## src/rtl/affine_interp_pkg.sv

```systemverilog
// Shared constants for the affine-interpolation tap-4 multiplier-by-constant datapath.
package affine_interp_pkg;

   localparam logic [1:0] PH_ZERO = 2'd0;
   localparam logic [1:0] PH_M4   = 2'd1;
   localparam logic [1:0] PH_M10  = 2'd2;
   localparam logic [1:0] PH_M11  = 2'd3;

   // Coefficient selected by each phase code, for reference models.
   localparam int COEFF_TAB [4] = '{0, -4, -10, -11};

   // Lossless product width for a DATA_W-bit signed sample times |coeff| <= 11.
   function automatic int unsigned prod_w(input int unsigned data_w);
      return data_w + 32'd4;
   endfunction

endpackage

```

## src/rtl/affine_t4_mcm_lane.sv

```systemverilog
// One lane of the tap-4 MCM: stage-1 shared shift-add terms, stage-2 select/negate/reduce.
// AFFINE_T4_MCM_SAT_EN selects clamping (and a per-lane clamp indication) instead of wrapping.
module affine_t4_mcm_lane
   import affine_interp_pkg::*;
#(
   parameter int unsigned DATA_W = 10,
   parameter int unsigned OUT_W  = DATA_W + 4
) (
   input  logic                     clk,
   input  logic                     rst,
   input  logic                     en1,
   input  logic                     en2,
   input  logic signed [DATA_W-1:0] x,
   input  logic [1:0]               phase,
   output logic signed [OUT_W-1:0]  y
`ifdef AFFINE_T4_MCM_SAT_EN
   ,
   output logic                     sat_c
`endif
);

   localparam int unsigned EW = DATA_W + 5;

   logic signed [EW-1:0] w1, w4, w5, w16;
   logic signed [EW-1:0] w4_q, w5_q, w16_q;
   logic [1:0]           ph_q;
   logic signed [EW-1:0] w11, prod;
   logic signed [OUT_W-1:0] y_n;

   // Shared terms: w4 = 4x, w5 = 5x, w16 = 16x, all sign-extended to EW bits.
   always_comb begin
      w1  = EW'(x);
      w4  = w1 <<< 2;
      w5  = w1 + w4;
      w16 = w1 <<< 4;
   end

   always_ff @(posedge clk) begin
      if (rst) begin
         w4_q  <= '0;
         w5_q  <= '0;
         w16_q <= '0;
         ph_q  <= PH_ZERO;
      end else if (en1) begin
         w4_q  <= w4;
         w5_q  <= w5;
         w16_q <= w16;
         ph_q  <= phase;
      end
   end

   always_comb begin
      w11  = w16_q - w5_q;
      prod = '0;
      case (ph_q)
         PH_ZERO: prod = '0;
         PH_M4:   prod = -w4_q;
         PH_M10:  prod = -(w5_q <<< 1);
         PH_M11:  prod = -w11;
         default: prod = '0;
      endcase
   end

`ifdef AFFINE_T4_MCM_SAT_EN
   localparam bit CLAMP = (OUT_W < DATA_W + 4);
   localparam logic signed [EW-1:0] SAT_MAX = EW'((64'sd1 <<< (OUT_W - 1)) - 64'sd1);
   localparam logic signed [EW-1:0] SAT_MIN = EW'(-(64'sd1 <<< (OUT_W - 1)));

   // Clamp only when the output is narrower than the lossless product width.
   always_comb begin
      sat_c = 1'b0;
      y_n   = OUT_W'(prod);
      if (CLAMP) begin
         if (prod > SAT_MAX) begin
            y_n   = OUT_W'(SAT_MAX);
            sat_c = 1'b1;
         end else if (prod < SAT_MIN) begin
            y_n   = OUT_W'(SAT_MIN);
            sat_c = 1'b1;
         end
      end
   end
`else
   always_comb y_n = OUT_W'(prod);
`endif

   always_ff @(posedge clk) begin
      if (rst)
         y <= '0;
      else if (en2)
         y <= y_n;
   end

endmodule

```

## src/rtl/affine_t4_mcm_pipe.sv

```systemverilog
// Two-stage valid/ready pipelined tap-4 MCM over LANES independent signed samples.
// AFFINE_T4_MCM_SAT_EN enables per-lane clamping and the sat_flag output.
module affine_t4_mcm_pipe
   import affine_interp_pkg::*;
#(
   parameter int unsigned DATA_W = 10,
   parameter int unsigned LANES  = 4,
   parameter int unsigned OUT_W  = prod_w(DATA_W)
) (
   input  logic                     clk,
   input  logic                     rst,
   input  logic                     in_valid,
   output logic                     in_ready,
   input  logic [LANES*DATA_W-1:0]  in_data,
   input  logic [LANES*2-1:0]       in_phase,
   output logic                     out_valid,
   input  logic                     out_ready,
   output logic [LANES*OUT_W-1:0]   out_data
`ifdef AFFINE_T4_MCM_SAT_EN
   ,
   output logic                     sat_flag
`endif
);

   logic v1, v2;
   logic adv2, acc, ld2;

   // Stage 2 advances when empty or draining; stage 1 when empty or stage 2 advances.
   always_comb begin
      adv2     = !v2 || out_ready;
      in_ready = !rst && (!v1 || adv2);
      acc      = in_valid && in_ready;
      ld2      = adv2 && v1;
   end

   always_ff @(posedge clk) begin
      if (rst) begin
         v1 <= 1'b0;
         v2 <= 1'b0;
      end else begin
         if (!v1 || adv2)
            v1 <= acc;
         if (adv2)
            v2 <= v1;
      end
   end

   assign out_valid = v2;

`ifdef AFFINE_T4_MCM_SAT_EN
   logic [LANES-1:0] lane_sat;

   always_ff @(posedge clk) begin
      if (rst)
         sat_flag <= 1'b0;
      else if (ld2)
         sat_flag <= |lane_sat;
   end
`endif

   for (genvar l = 0; l < LANES; l++) begin : g_lane
      affine_t4_mcm_lane #(
         .DATA_W (DATA_W),
         .OUT_W  (OUT_W)
      ) u_lane (
         .clk   (clk),
         .rst   (rst),
         .en1   (acc),
         .en2   (ld2),
         .x     (in_data[l*DATA_W +: DATA_W]),
         .phase (in_phase[2*l +: 2]),
         .y     (out_data[l*OUT_W +: OUT_W])
`ifdef AFFINE_T4_MCM_SAT_EN
         ,
         .sat_c (lane_sat[l])
`endif
      );
   end

endmodule

```

## config.mk

```make
export PLATFORM = sky130hd
export DESIGN_NAME = affine_t4_mcm_pipe
export DESIGN_NICKNAME = d
export VERILOG_FILES = /design/src/rtl/affine_interp_pkg.sv /design/src/rtl/affine_t4_mcm_lane.sv /design/src/rtl/affine_t4_mcm_pipe.sv
export SDC_FILE = /design/constraint.sdc
export NUM_CORES = 1
export LEC_CHECK = 0
export CAP_MARGIN = 20
export CORE_MARGIN = 2
export CORE_UTILIZATION = 25
export CTS_BUF_LIST = sky130_fd_sc_hd__clkbuf_4
export CTS_CLUSTER_DIAMETER = 60
export DETAILED_ROUTE_END_ITERATION = 8
export PLACE_DENSITY_LB_ADDON = 0.08
export SETUP_SLACK_MARGIN = 0.5
export SYNTH_ARGS = -nofsm -noshare
export SYNTH_HDL_FRONTEND = slang
export SYNTH_HIERARCHICAL = 1
export SYNTH_SLANG_ARGS = --single-unit
```

## constraint.sdc

```tcl
create_clock -name clk -period 7.2 [get_ports clk]
set_clock_uncertainty 0.1 [all_clocks]
set_input_delay 1.44 -clock clk [delete_from_list [all_inputs] [get_ports clk]]
set_output_delay 1.44 -clock clk [all_outputs]
set_load 0.01 [all_outputs]
```

==> results.md <==
- Final slew viol count: 0
- Max-cap violations: 0
- Place WS: 2480 ps
- #FFs+latches synth: 146
- Cells after DPL: 1984
- DIE AREA: 45400 sq um
- Top Usage Layer GRT: met2
- Number of global-route vias before repair: 10100
- Grt ovf: 0
- HP Class: reg -> reg
- GRT Resource Usage Total: 16.5%
- RSZ-0062 raised after global routing: no
- CTS root buf: clkbuf_4
- Asr flop ratio synth: 0%
- Crit path from: out_ready
- Fillers: 4649
- Post-Syn Area per Cell: 8.15 sq um
- Via count: 9974
- # resized after CTS: 0
- Post-CTS Hold Buffers: 0
- Wirelength per Cell: 17.5 um
- Worst setup endpoint: in_ready
- PnR worst setup slack: 2530 ps
- CTS max path bufs: 2
- Final ANT Viol Nets: 0
- Wirelength, routed: 35400 um
- Post-Synthesis Cell Area: 10900 sq um
- GR Util met3: 4.09%
- Utilization after layout: 30.0%
- Kind of critical path: in -> out
- Synth unique cells: 68
- Reg2Reg Launch Point: g_lane[3].u_lane/w5_q[0]$_SDFFE_PP0P_
- CTS buffer count: 17
- WP data required: 5660 ps
- Pwr/cell area: 181 nW/um^2
- FF-to-FF End: g_lane[3].u_lane/y[9]$_SDFFE_PP0P_
- CP arrival: 3130 ps
- Initial drt markers: 522
- Fraction of layout cells with a size suffix above 1: 5.17%
- Initial antenna violation count: 2
- Cell Rows: 76
- Post-route cell area: 12900 sq um
- Die X: 213 um
- R2R depth: 7
- Number of flops mapped to enable cells by yosys: 0
- Worst rel slew slack: 44.4%
- Worst hold-check slack: 367 ps
- Slew @ Worst Pin: 835 ps
- Leak pwr: 4.63 nW
- Global-route wire length before repair: 57500 um
- Mapped Cells: 1342
- Final hold vios: 0
- TritonCTS clock tree: yes
- Number of remaining DRC errors: 0
- Post-synthesis sequential area ratio: 26.7%
- Yosys Warn Count: 6
- Fmax: 214 MHz
- Met1 layer usage reported by global route: 22.6%
- DR pass1 iterations: 5
- Ports: 110
- Prevailing post-synth register cell: dfxtp_1
- Critical Path Fanout Max: 3
- NumNets Final: 1558
- Met2 usage: 25.5%
- Cell Area, Placed: 12600 sq um
- Fin crit period: 4670 ps
- VDD IR-drop max: 0.122 mV
- Area Growth Syn to Fin: 18.3%
- Clock Latency Late Sink: 740 ps
- Clk slew on worst S/H paths: 140 ps
- CORE AREA: 43100 sq um
- Worst Setup End Kind: output port
- DR vias/cell: 4.94
- Final non-filler cell total: 2017
- Die Y: 213 um
- Flop2flop setup slack: 4370 ps
- Pwr Total: 2.34 mW
- Status: finished, final reports clean
- Setup_tns: 0 ps
- Type of origin of the critical path: primary input
- Syn_nets: 1482
- Largest net degree at the start of global routing: 80
- Post-CTS Setup Bufs: 0
- Final setup fails: 0
- Crit share post-route: 64.9%
- Clock sinks: 146
- Final RePlAce weighted congestion: 0.840
- Detail Placement HPWL: 26700 um
- H-tree Lvls: 4
- Port bufs: 109
- Initial cell density of the core: 25.4%
registers in the layout, indices dropped and copies added (netlist names):
| register | cells |
|---|---|
| g_lane.u_lane/y | 56 |
| g_lane.u_lane/w5_q | 52 |
| g_lane.u_lane/w16_q | 28 |
| g_lane.u_lane/ph_q | 8 |
| out_valid | 1 |
| v1 | 1 |
worst min path at each step:
stage,startpoint,endpoint,slack [ps],cells after the start
2_1_floorplan,g_lane[0].u_lane/w5_q[4]$_SDFFE_PP0P_,g_lane[0].u_lane/w5_q[4]$_SDFFE_PP0P_,380,2
3_3_place_gp,g_lane[0].u_lane/y[9]$_SDFFE_PP0P_,g_lane[0].u_lane/y[9]$_SDFFE_PP0P_,340,2
3_5_place_dp,g_lane[2].u_lane/y[9]$_SDFFE_PP0P_,g_lane[2].u_lane/y[9]$_SDFFE_PP0P_,350,2
4_1_cts,g_lane[1].u_lane/y[0]$_SDFFE_PP0P_,g_lane[1].u_lane/y[0]$_SDFFE_PP0P_,370,2
5_1_grt,g_lane[1].u_lane/y[0]$_SDFFE_PP0P_,g_lane[1].u_lane/y[0]$_SDFFE_PP0P_,400,2
6_report,g_lane[1].u_lane/y[0]$_SDFFE_PP0P_,g_lane[1].u_lane/y[0]$_SDFFE_PP0P_,370,2
cells by family (layout without fill, tap and decap cells):
kind of cell | count (synthesis) | count (layout) | share of synthesized area [%]
xor+xnor | 74 | 74 | 5.93
other cells | 0 | 1 | 0
fa+ha+maj | 88 | 88 | 10.6
simple gates | 484 | 484 | 23.8
buf+inv | 133 | 222 | 4.69
compound gates | 342 | 342 | 21.3
mux | 75 | 75 | 6.91
flops | 146 | 146 | 26.7
critical path, cell delays in order:
cell and delay, ps:
clkdlybuf4s50_1 490, nor2b_1 440, a21oi_1 230, clkdlybuf4s50_1 530
report_power, final:
part | switching (mW) | total [mW] | internal (mW)
combinational | 0.416 | 0.762 | 0.346
clock | 0.374 | 0.653 | 0.278
sequential | 0.0698 | 0.921 | 0.851
layer usage:
metal | vias up | share of wire [%]
li1 | 5112 | -
met1 | 4681 | 50
met2 | 148 | 44
met3 | 31 | 3.6
met4 | 2 | 1.5
met5 | - | 0.037
layout by cell type, fill, tap and decap left out, drive strengths merged, types with 33 or more instances in the layout:
master         instances
nor2                 163
dfxtp                146
clkdlybuf4s50        108
ha                    80
mux2i                 71
o21ai                 70
inv                   70
nor3                  63
a21oi                 56
xnor2                 54
nand2                 49
nand3                 35
a211oi                33
o21a                  33
final cells by class:
| type | instances | area [sq um] | area share [%] |
|---|---|---|---|
| Multi-Input combinational cell | 1063 | 7520 | 58.1 |
| Sequential cell | 146 | 2920 | 22.6 |
| Timing Repair Buffer | 117 | 1150 | 8.88 |
| Tap cell | 585 | 732 | 5.66 |
| Inverter | 73 | 274 | 2.12 |
| Clock inverter | 15 | 206 | 1.60 |
| Clock buffer | 17 | 128 | 0.987 |
| Antenna cell | 1 | 2.50 | 0.0194 |
synth_stat cells (24+ instances only):
master / number / area share [%]
nor2_1: 163 / 5.6
dfxtp_1: 146 / 27
ha_1: 80 / 9.2
mux2i_1: 71 / 6.5
o21ai_0: 70 / 3.2
inv_1: 67 / 2.3
nor3_1: 63 / 2.9
a21oi_1: 56 / 2.6
xnor2_1: 54 / 4.3
nand2_1: 49 / 1.7
clkbuf_1: 35 / 1.2
nand3_1: 35 / 1.6
a211oi_1: 33 / 2.3
o21a_1: 33 / 2.3
nand2b_1: 28 / 1.6
nor2b_1: 27 / 1.5
a31oi_1: 24 / 1.4
No activity file was read; power rests on OpenSTA's default activity.
